### src/rtl/result_uart_tx.sv
// result_uart_tx: FIFO-buffered UART transmitter (start, 8 data bits LSB first, [even parity], stop)
//   clk       system clock, rising edge
//   RST_n     asynchronous active-low reset
//   trmt      one-cycle request to queue tx_data
//   tx_data   byte to queue, sampled when trmt=1
//   TX        serial line, idle high
//   tx_done   one-cycle pulse at the end of each stop bit
//   busy      frame on the line or FIFO non-empty
//   fifo_full FIFO holds FIFO_DEPTH bytes
//   overflow  sticky: a trmt was dropped
//   UART_TX_PARITY_EN (macro) adds an even-parity bit after data[7]
module result_uart_tx #(
  parameter int BAUD_DIV   = 434,
  parameter int FIFO_DEPTH = 4
) (
  input  logic       clk,
  input  logic       RST_n,
  input  logic       trmt,
  input  logic [7:0] tx_data,
  output logic       TX,
  output logic       tx_done,
  output logic       busy,
  output logic       fifo_full,
  output logic       overflow
);
  localparam int AW = $clog2(FIFO_DEPTH);
  localparam int CW = AW + 1;
`ifdef UART_TX_PARITY_EN
  localparam int NB = 11;
`else
  localparam int NB = 10;
`endif
  typedef enum logic {IDLE, SHIFT} state_t;
  state_t state, state_nxt;
  logic [7:0] mem [FIFO_DEPTH];
  logic [AW-1:0] wr_ptr, rd_ptr;
  logic [CW-1:0] count;
  logic [15:0] baud_cnt;
  logic [3:0] bit_cnt;
  logic [NB-1:0] sh, frame;
  logic pop, push, bit_end, last_bit;
  assign fifo_full = count == CW'(FIFO_DEPTH);
  assign pop = (state == IDLE) && (count != '0);
  assign push = trmt && (!fifo_full || pop);
  assign bit_end = baud_cnt == 16'(BAUD_DIV - 1);
  assign last_bit = bit_cnt == 4'(NB - 1);
  assign busy = (state == SHIFT) || (count != '0);
  assign TX = sh[0];
`ifdef UART_TX_PARITY_EN
  assign frame = {1'b1, ^mem[rd_ptr], mem[rd_ptr], 1'b0};
`else
  assign frame = {1'b1, mem[rd_ptr], 1'b0};
`endif
  always_comb state_nxt = pop ? SHIFT : (state == SHIFT && bit_end && last_bit) ? IDLE : state;
  always_ff @(posedge clk or negedge RST_n)
    if (!RST_n) state <= IDLE;
    else state <= state_nxt;
  always_ff @(posedge clk)
    if (push) mem[wr_ptr] <= tx_data;
  always_ff @(posedge clk or negedge RST_n) begin
    if (!RST_n) begin
      wr_ptr   <= '0;
      rd_ptr   <= '0;
      count    <= '0;
      overflow <= 1'b0;
      tx_done  <= 1'b0;
      sh       <= '1;
      baud_cnt <= '0;
      bit_cnt  <= '0;
    end else begin
      tx_done <= 1'b0;
      if (push) wr_ptr <= wr_ptr + AW'(1);
      if (pop) rd_ptr <= rd_ptr + AW'(1);
      if (push != pop) count <= push ? count + CW'(1) : count - CW'(1);
      if (trmt && !push) overflow <= 1'b1;
      if (pop) begin
        sh       <= frame;
        baud_cnt <= '0;
        bit_cnt  <= '0;
      end else if (state == SHIFT) begin
        baud_cnt <= bit_end ? '0 : baud_cnt + 16'(1);
        if (bit_end) begin
          sh      <= {1'b1, sh[NB-1:1]};
          bit_cnt <= bit_cnt + 4'(1);
          tx_done <= last_bit;
        end
      end
    end
  end
endmodule
### config.mk
export PLATFORM = sky130hd
export DESIGN_NAME = result_uart_tx
export DESIGN_NICKNAME = d
export VERILOG_FILES = /design/src/rtl/result_uart_tx.sv
export SDC_FILE = /design/constraint.sdc
export NUM_CORES = 1
export LEC_CHECK = 0
export BUFFER_PORTS_ARGS = -buffer_cell sky130_fd_sc_hd__buf_2
export CAP_MARGIN = 20
export CORE_AREA = 2 2 104 86
export CTS_BUF_LIST = sky130_fd_sc_hd__clkbuf_4 sky130_fd_sc_hd__clkbuf_8 sky130_fd_sc_hd__clkbuf_16
export DETAILED_ROUTE_END_ITERATION = 6
export DIE_AREA = 0 0 106 88
export PLACE_DENSITY_LB_ADDON = 0.08
export SETUP_SLACK_MARGIN = 0.3
export SKIP_LAST_GASP = 1
export SLEW_MARGIN = 20
export SYNTH_ARGS = -nofsm -noshare
export SYNTH_HDL_FRONTEND = slang
export SYNTH_SLANG_ARGS = --single-unit
### constraint.sdc
create_clock -name clk -period 2 [get_ports clk]
set_clock_uncertainty 0.05 [all_clocks]
set_input_delay 0.1 -clock clk [delete_from_list [all_inputs] [get_ports clk]]
set_output_delay 0.1 -clock clk [all_outputs]
set_load 0.1 [all_outputs]
==> metrics, run 1 <==
status finished with violations; failing checks setup timing; Total GRT Usage 17.7%; CP arrival 2190 ps; FF-to-FF setup slack -20 ps; period utilization 101%; top post-synthesis cells by count edfxtp_1, dfrtp_1, nand2_1; worst hold endpoint count[1]; Register-to-Register Path Depth 5; library cells used by synthesis 51; ys flop type edfxtp_1; initial antenna violation count 0; nets@finish 349; number of enable flip-flop cells after synthesis 32; Max H-tree Level 3; Non-Filler Instances 446; drt total wl 7.23 mm; Max-Cap Viols 0; Final Hold Fails 0; Die Ht 88 microns; Worst path max stage delay 570 ps; max-slew violation count 0; Skew-Pair Late Insertion Delay 350 ps; Max Freq 0.495 GHz; clock buffer depth 2; slowest stage cell, crit path or4_4; number of global-route vias before repair 2436; # fillers 734; DR iter-0 viols 106; total congestion overflow 0; Tightest Pin Transition 642 ps; IO Port Bufs 15; PD cells 1050 mW/mm^2; die width 106 microns; Critical R2R Capture baud_cnt[14]; # DRC 0; LEAKAGE 0.00171 uW; share of cells above drive strength 1 39.8%; Yosys top cell by area edfxtp_1; placed instance count 409; hpwl dp 4.79 mm; CTS tree built; Syn Inst Count 261; Buf+Inv Stages, Crit Path 1; Hold Crit Start trmt; FF+latch count, synth 71; final worst slack -19.1 ps; Rows 30; path type of the worst setup path reg -> reg; Worst setup SP type flip-flop; register area 0.00195 sq mm; Area Growth Syn to Fin 30.4%; synth warn 0; Synth async-reset ratio 54.9%; I/O pin total 16; ANT nets after route 0; critical path required time 2170 ps; diode count 0; Synth top area share 29.4%; Crit. End Element flip-flop; maximum vdd drop 0.661 mV; Setup Viol. Count Final 10; RSZ-0062 raised after global routing true; Worst Path Max Fanout 8; syn_nets 281; RR Startpoint baud_cnt[13]; DR vias/cell 5.22; CTS Buf Count 9; Mapped Area 0.00326 sq mm; Multi-input gate area 0.00138 sq mm; DRT Pass-1 Iters 4; clock root cell clkbuf_8; Worst Hold Class in -> reg; clk slew on worst S/H paths 80 ps; synth top area cells edfxtp_1, dfrtp_1, dfstp_2; Total Power 4490 uW; starting density of the core 39.3%; global-route wire length before repair 12.4 mm; CTS Sinks 71; setup TNS -103 ps; Final Hold Slack 67.6 ps; cell family with the largest share of critical-path delay compound AO/OA/AOI/OAI gates; Slew headroom 57.0%; Seq/Total Area, Yosys 59.7%; hold depth 3; RePlAce Congestion 0.722; Cell Chain, Critical Path or4_4, o41a_1, buf_6, a41oi_2, a31oi_1; syn avg cell area 12.5 sq um; area of the core 0.00830 sq mm; die area 0.00933 sq mm; fin crit period 2020 ps; largest net degree at the start of global routing 40; Wirelength per Cell 16.2 microns; vias 2329; most frequent cell after synthesis edfxtp_1
power breakdown:
group	switching (uW)	internal [uW]	total, uW
Clock	596	589	1180
Sequential	146	1840	1990
Combinational	714	601	1320
Total	1460	3030	4490
stage by stage:
step | setup slack, ps | instance area [sq um] | utilization [%]
after floorplan | -585 | 3390 | -
after CTS | -21.5 | 4160 | 50.2
after global placement | 14.4 | 3760 | 45.4
after detailed placement | -9.91 | 3760 | 45.4
after global routing | -87.7 | 4260 | 51.3
final | -19.1 | 4260 | 51.3
cell usage in the layout (no fill, tap or decap), types with 3 or more instances in the layout:
master | netlist | layout
nor4_4 | 0 | 3
o21ai_1 | 0 | 6
inv_6 | 0 | 3
nand2_1 | 29 | 28
o211ai_1 | 4 | 4
xnor2_1 | 5 | 5
a31oi_1 | 17 | 17
a21oi_1 | 15 | 9
dlygate4sd3_1 | 0 | 9
dfstp_2 | 9 | 9
inv_1 | 11 | 9
nor2_1 | 4 | 4
ha_1 | 8 | 7
and2_2 | 0 | 4
o21ai_0 | 10 | 3
nand3_1 | 9 | 9
buf_6 | 2 | 8
inv_2 | 0 | 3
a31o_2 | 3 | 3
dfrtp_1 | 30 | 28
edfxtp_1 | 32 | 32
mux4_2 | 8 | 8
a21oi_2 | 0 | 6
buf_4 | 2 | 37
clkinvlp_4 | 0 | 3
buf_2 | 1 | 13
clkbuf_8 | 0 | 9
nor3_1 | 7 | 5
cells by family (layout without fill, tap and decap cells):
logic type	Yosys count	in the layout	share of synthesized area, %
and+or+nand+nor	78	78	12.7
adders and majority gates	9	9	3.68
buffers and inverters	23	96	3.37
DFF	71	71	59.7
muxes	8	8	5.52
xor gates and xnor gates	5	5	1.34
AOI/OAI and AO/OA	67	67	13.7
sequential cells by signal (all words and copies together) (netlist names):
register,count
baud_cnt,16
bit_cnt,4
tx_done,1
state,1
mem,32
sh,9
overflow,1
wr_ptr,2
rd_ptr,2
count,3
timing repair:
| item | 4_1_cts | 5_1_grt |
|---|---|---|
| resized for setup | 13 | 14 |
| setup endpoints to repair | 35 | 35 |
| buffers inserted | 7 | 5 |
| hold endpoints to repair | 62 | 0 |
| hold buffers | 9 | 0 |
| pin swaps | 8 | 5 |
routing by layer:
metal / up-vias / part of all wire, % / global-route usage [%]
met5: - / 0 / 0
met4: 0 / 1.1 / 6.94
met3: 8 / 3.7 / 3.57
met2: 38 / 48 / 28.3
met1: 1149 / 47 / 24.0
li1: 1134 / - / -
how the worst max path moves through the flow:
stage | start | to | slack (ps) | cells past startpoint
after global placement | baud_cnt[10] | baud_cnt[6] | 10 | 5
final | baud_cnt[13] | baud_cnt[14] | -20 | 5
after floorplan | count[1] | count[1] | -590 | 7
after detailed placement | baud_cnt[13] | baud_cnt[8] | -10 | 5
after global routing | baud_cnt[13] | sh[8] | -90 | 5
after CTS | baud_cnt[13] | baud_cnt[13] | -20 | 5
area by class of cell:
class / count / share of cell area, %
clock buffers: 9 / 2.91
repair buffers: 68 / 12.8
flip-flops and latches: 71 / 45.8
inverters: 12 / 1.06
multi-input cells: 167 / 32.3
well taps: 112 / 3.29
clock inverters: 7 / 1.85
worst register-to-register path: stages, from the launching register on:
cell	delay, ps
dfrtp_1	400
or4_4	570
o41a_1	500
buf_6	190
a41oi_2	120
a31oi_1	60
Power figures use the tool's default switching activity.
==> run 2, diff against run 1 <==
Settings changed: CAP_MARGIN 20 to 40, SKIP_LAST_GASP 1 to not set.
==> metrics, run 2 (synthesis results as in run 1) <==
Largest Register mem; clock buffer depth 2; Max Freq 0.495 GHz; Setup Viol. Count Final 9; largest net degree at the start of global routing 40; Register-to-Register Path Depth 5; diode count 0; Wirelength per Cell 16.2 microns; Setup crit start baud_cnt[13]; RePlAce Congestion 0.722; vias 2332; drt total wl 7.21 mm; DR iter-0 viols 100; area post-placement 0.00376 sq mm; Net Switching 1460 uW; Die Ht 88 microns; Max-Cap Viols 0; DRT Pass-1 Iters 4; IO Port Bufs 15; final worst slack -20.8 ps; PD cells 1050 mW/mm^2; hpwl dp 4.79 mm; Worst Path Max Fanout 8; Largest register FFs 32; Worst setup SP type flip-flop; total congestion overflow 0; critical path required time 2170 ps; area of the core 0.00830 sq mm; most common cell after layout, fill and taps aside buf_4; FF-to-FF setup slack -20 ps; sequential share of power 44.3%; Tightest Pin Transition 642 ps; Skew-Pair Late Insertion Delay 350 ps; Area Growth Syn to Fin 30.4%; die area 0.00933 sq mm; Combinational Power Share 29.3%; initial antenna violation count 0; largest registers mem: 32 flops, baud_cnt: 16 flops, sh: 9 flops; Rows 30; Place WS -9.91 ps; switching share of power 32.4%; RSZ-0062 raised after global routing true; Crit. End Element flip-flop; Final Hold Fails 0; I/O pin total 16; clock root cell clkbuf_8; die width 106 microns; starting density of the core 39.3%; global-route wire length before repair 12.4 mm; clk slew on worst S/H paths 80 ps; ANT nets after route 0; most frequent cells in the layout buf_4, edfxtp_1, nand2_1, dfrtp_1, a31oi_1; LEAKAGE 0.00171 uW; number of global-route vias before repair 2436; Slew headroom 57.0%; Total GRT Usage 17.7%; Total Power 4490 uW; path type of the worst setup path reg -> reg; CTS tree built; maximum vdd drop 0.661 mV; nets@finish 349; Clock power frac 26.4%; failing checks setup timing; fin crit period 2020 ps; CTS Buf Count 9; CP arrival 2190 ps; # DRC 0; Worst Setup EP baud_cnt[13]; period utilization 101%; DR vias/cell 5.23; Critical R2R Capture baud_cnt[13]; Worst Hold Class in -> reg; Max H-tree Level 3; max-slew violation count 0; RR Startpoint baud_cnt[13]; Final Hold Slack 67.3 ps; CTS Sinks 71; share of cells above drive strength 1 39.8%; fin area 0.00426 sq mm; Internal 3030 uW; status finished with violations; # fillers 734
run 2: cell types whose count changed in the layout (fill, tap and decap cells not counted):
cell,before,now
o21ai_0,3,2
o21ai_1,6,7
run 2: how the worst min path moves through the flow:
stage	start	endpoint	slack, ps	depth (start not counted)
floorplan	RST_n	baud_cnt[0]	-250	0
global placement	RST_n	rd_ptr[0]	150	2
detailed placement	RST_n	count[2]	150	2
CTS	trmt	count[1]	40	3
global route	trmt	count[1]	60	3
finish	trmt	count[1]	70	3
run 2: per-stage QoR:
step	instances	setup TNS, ps	utilization (%)
6_report	446	-112	51.3
5_1_grt	446	-1290	51.3
4_1_cts	441	-120	50.2
3_5_place_dp	409	-13.0	45.4
3_3_place_gp	409	0	45.4
2_1_floorplan	261	-6970	-
run 2: cell type report:
type / count / area, sq um / share of cell area (%)
timing repair buffer: 68 / 543 / 12.8
multi-input combinational: 167 / 1380 / 32.3
clock inverter: 7 / 78.8 / 1.85
tap: 112 / 140 / 3.29
clock buffer: 9 / 124 / 2.91
sequential: 71 / 1950 / 45.8
inverter: 12 / 45.0 / 1.06
run 2: critical path: stages, from the launching register on:
cell and delay (ps):
dfrtp_1 400, or4_4 570, o41a_1 510, buf_6 190, a31oi_1 120, a31oi_1 60
run 2: metal layers:
layer  global-route usage, %  vias to the layer above  part of all wire [%]  wire length [microns]
met5                       0                        -                     0                      0
li1                        -                     1129                     -                      -
met2                    28.3                       34                    49                   3510
met1                    24.0                     1161                    47                   3400
met4                    6.94                        0                   1.1                     77
met3                    3.57                        8                   3.1                    224
run 2: power groups by stage:
stage | combinational, uW | sequential, uW | clock [uW]
4_1_cts | 1270 | 1990 | 1230
3_3_place_gp | 1110 | 2020 | 0
2_1_floorplan | 664 | 2090 | 0
3_5_place_dp | 1130 | 2030 | 0
5_1_grt | 1460 | 2020 | 1290
6_report | 1310 | 1990 | 1180
run 2: repair_timing:
| action | 4_1_cts | 5_1_grt |
|---|---|---|
| buffers inserted | 7 | 5 |
| setup endpoints to repair | 35 | 35 |
| resized for setup | 13 | 15 |
| hold buffers | 9 | 0 |
| pin swaps | 8 | 6 |
| endpoints found under the hold margin | 62 | 0 |
==> run 3, diff against run 2 <==
Clock period 2 ns to 2.61 ns, I/O delays scaled along.
==> metrics, run 3 (synthesis results as in run 1) <==
Die Ht 88 microns; setup TNS 0 ps; area of the core 0.00830 sq mm; Tightest Pin Transition 647 ps; Slew headroom 56.7%; CTS Buf Count 9; drt total wl 6.22 mm; nets@finish 314; DR iter-0 viols 66; DRT Pass-1 Iters 4; die area 0.00933 sq mm; diode count 0; largest registers mem: 32 flops, baud_cnt: 16 flops, sh: 9 flops; RR Startpoint baud_cnt[1]; Area Growth Syn to Fin 17.8%; largest net degree at the start of global routing 26; Worst Setup EP bit_cnt[1]; clk slew on worst S/H paths 80 ps; FF-to-FF setup slack 390 ps; Net Switching 994 uW; CTS Sinks 71; share of cells above drive strength 1 24.4%; initial antenna violation count 0; Final Hold Fails 0; maximum vdd drop 0.323 mV; I/O pin total 16; path type of the worst setup path reg -> reg; global-route wire length before repair 10.6 mm; Internal 2230 uW; switching share of power 30.8%; placed instance count 385; Wirelength per Cell 15.1 microns; Register-to-Register Path Depth 7; Max H-tree Level 3; vias 2144; number of global-route vias before repair 2058; Max Freq 0.451 GHz; Clock power frac 31.0%; clock root cell clkbuf_8; LEAKAGE 0.00152 uW; starting density of the core 39.3%; Final Hold Slack 59.1 ps; DR vias/cell 5.22; ANT nets after route 0; Combinational Power Share 19.2%; die width 106 microns; Max-Cap Viols 0; critical path required time 2780 ps; fin crit period 2220 ps; Largest register FFs 32; # DRC 0; IO Port Bufs 15; Setup crit start baud_cnt[1]; Setup Viol. Count Final 0; Critical R2R Capture bit_cnt[1]; Core Util, Final 46.3%; RSZ-0062 raised after global routing false; RePlAce Congestion 0.750; max-slew violation count 0; status complete, no violations; total congestion overflow 0; Crit. End Element flip-flop; Non-Filler Instances 411; Worst Hold Class in -> reg; Largest Register mem; Worst setup SP type flip-flop; clock buffer depth 2; Worst Path Max Fanout 9; Total GRT Usage 14.9%; CTS tree built; hpwl dp 4.13 mm; most frequent cells in the layout edfxtp_1, nand2_1, dfrtp_1; sequential share of power 49.8%; PD cells 839 mW/mm^2; CP arrival 2390 ps; Skew-Pair Late Insertion Delay 340 ps; period utilization 85.0%; Rows 30; most common cell after layout, fill and taps aside edfxtp_1
## run 3: changes by cell type in the layout (fill, tap and decap cells not counted), sizes merged
cell,before,now
buf,59,24
bufinv,1,2
clkinv,0,3
clkinvlp,3,1
inv,15,13
## run 3: worst max-delay path, cell delays in order (launching register included)
cell	delay [ps]
dfrtp_1	410
inv_1	80
ha_1	140
or3b_2	490
o41a_1	420
buf_4	170
nor2_4	200
o22ai_1	130
## run 3: repair_timing
item	CTS	global route
buffers inserted	0	1
hold buffers	9	0
endpoints found under the hold margin	63	0
resized for setup	0	1
setup endpoints to repair	0	2
## run 3: routing by layer
metal  global-route usage (%)  share of wire [%]
met3                     4.02                4.1
met2                     22.4                 43
met1                     21.0                 51
met4                     5.38                1.5
met5                        0                  0
## run 3: worst min path at each step
stage           from     endpoint  slack (ps)  depth (start not counted)
3_5_place_dp   RST_n      tx_done          30                          1
6_report        trmt     count[1]          60                          3
4_1_cts         trmt     count[1]          40                          3
5_1_grt         trmt     count[1]          80                          3
3_3_place_gp   RST_n      tx_done         270                          1
2_1_floorplan  RST_n  baud_cnt[0]        -220                          0
## run 3: layout make-up
type,count,area [sq um]
flip-flops and latches,71,1950
clock inverters,7,105
multi-input cells,167,1230
fillers,760,4450
well taps,112,140
clock buffers,9,124
repair buffers,33,245
inverters,12,45.0
## run 3: stage by stage
stage               instance area (sq um)  power, uW  worst slack, ps
finish                               3840       3230              391
floorplan                            3290       2070             22.8
CTS                                  3840       3270              390
global route                         3840       3420              319
global placement                     3500       2240              466
detailed placement                   3520       2250              404
## run 3: power by group through the flow
| stage | Clock, uW | Combinational (uW) | Sequential [uW] |
|---|---|---|---|
| after floorplan | 0 | 474 | 1600 |
| after global placement | 0 | 608 | 1630 |
| after detailed placement | 0 | 619 | 1630 |
| after CTS | 1030 | 629 | 1610 |
| after global routing | 1080 | 699 | 1640 |
| final | 1000 | 618 | 1610 |
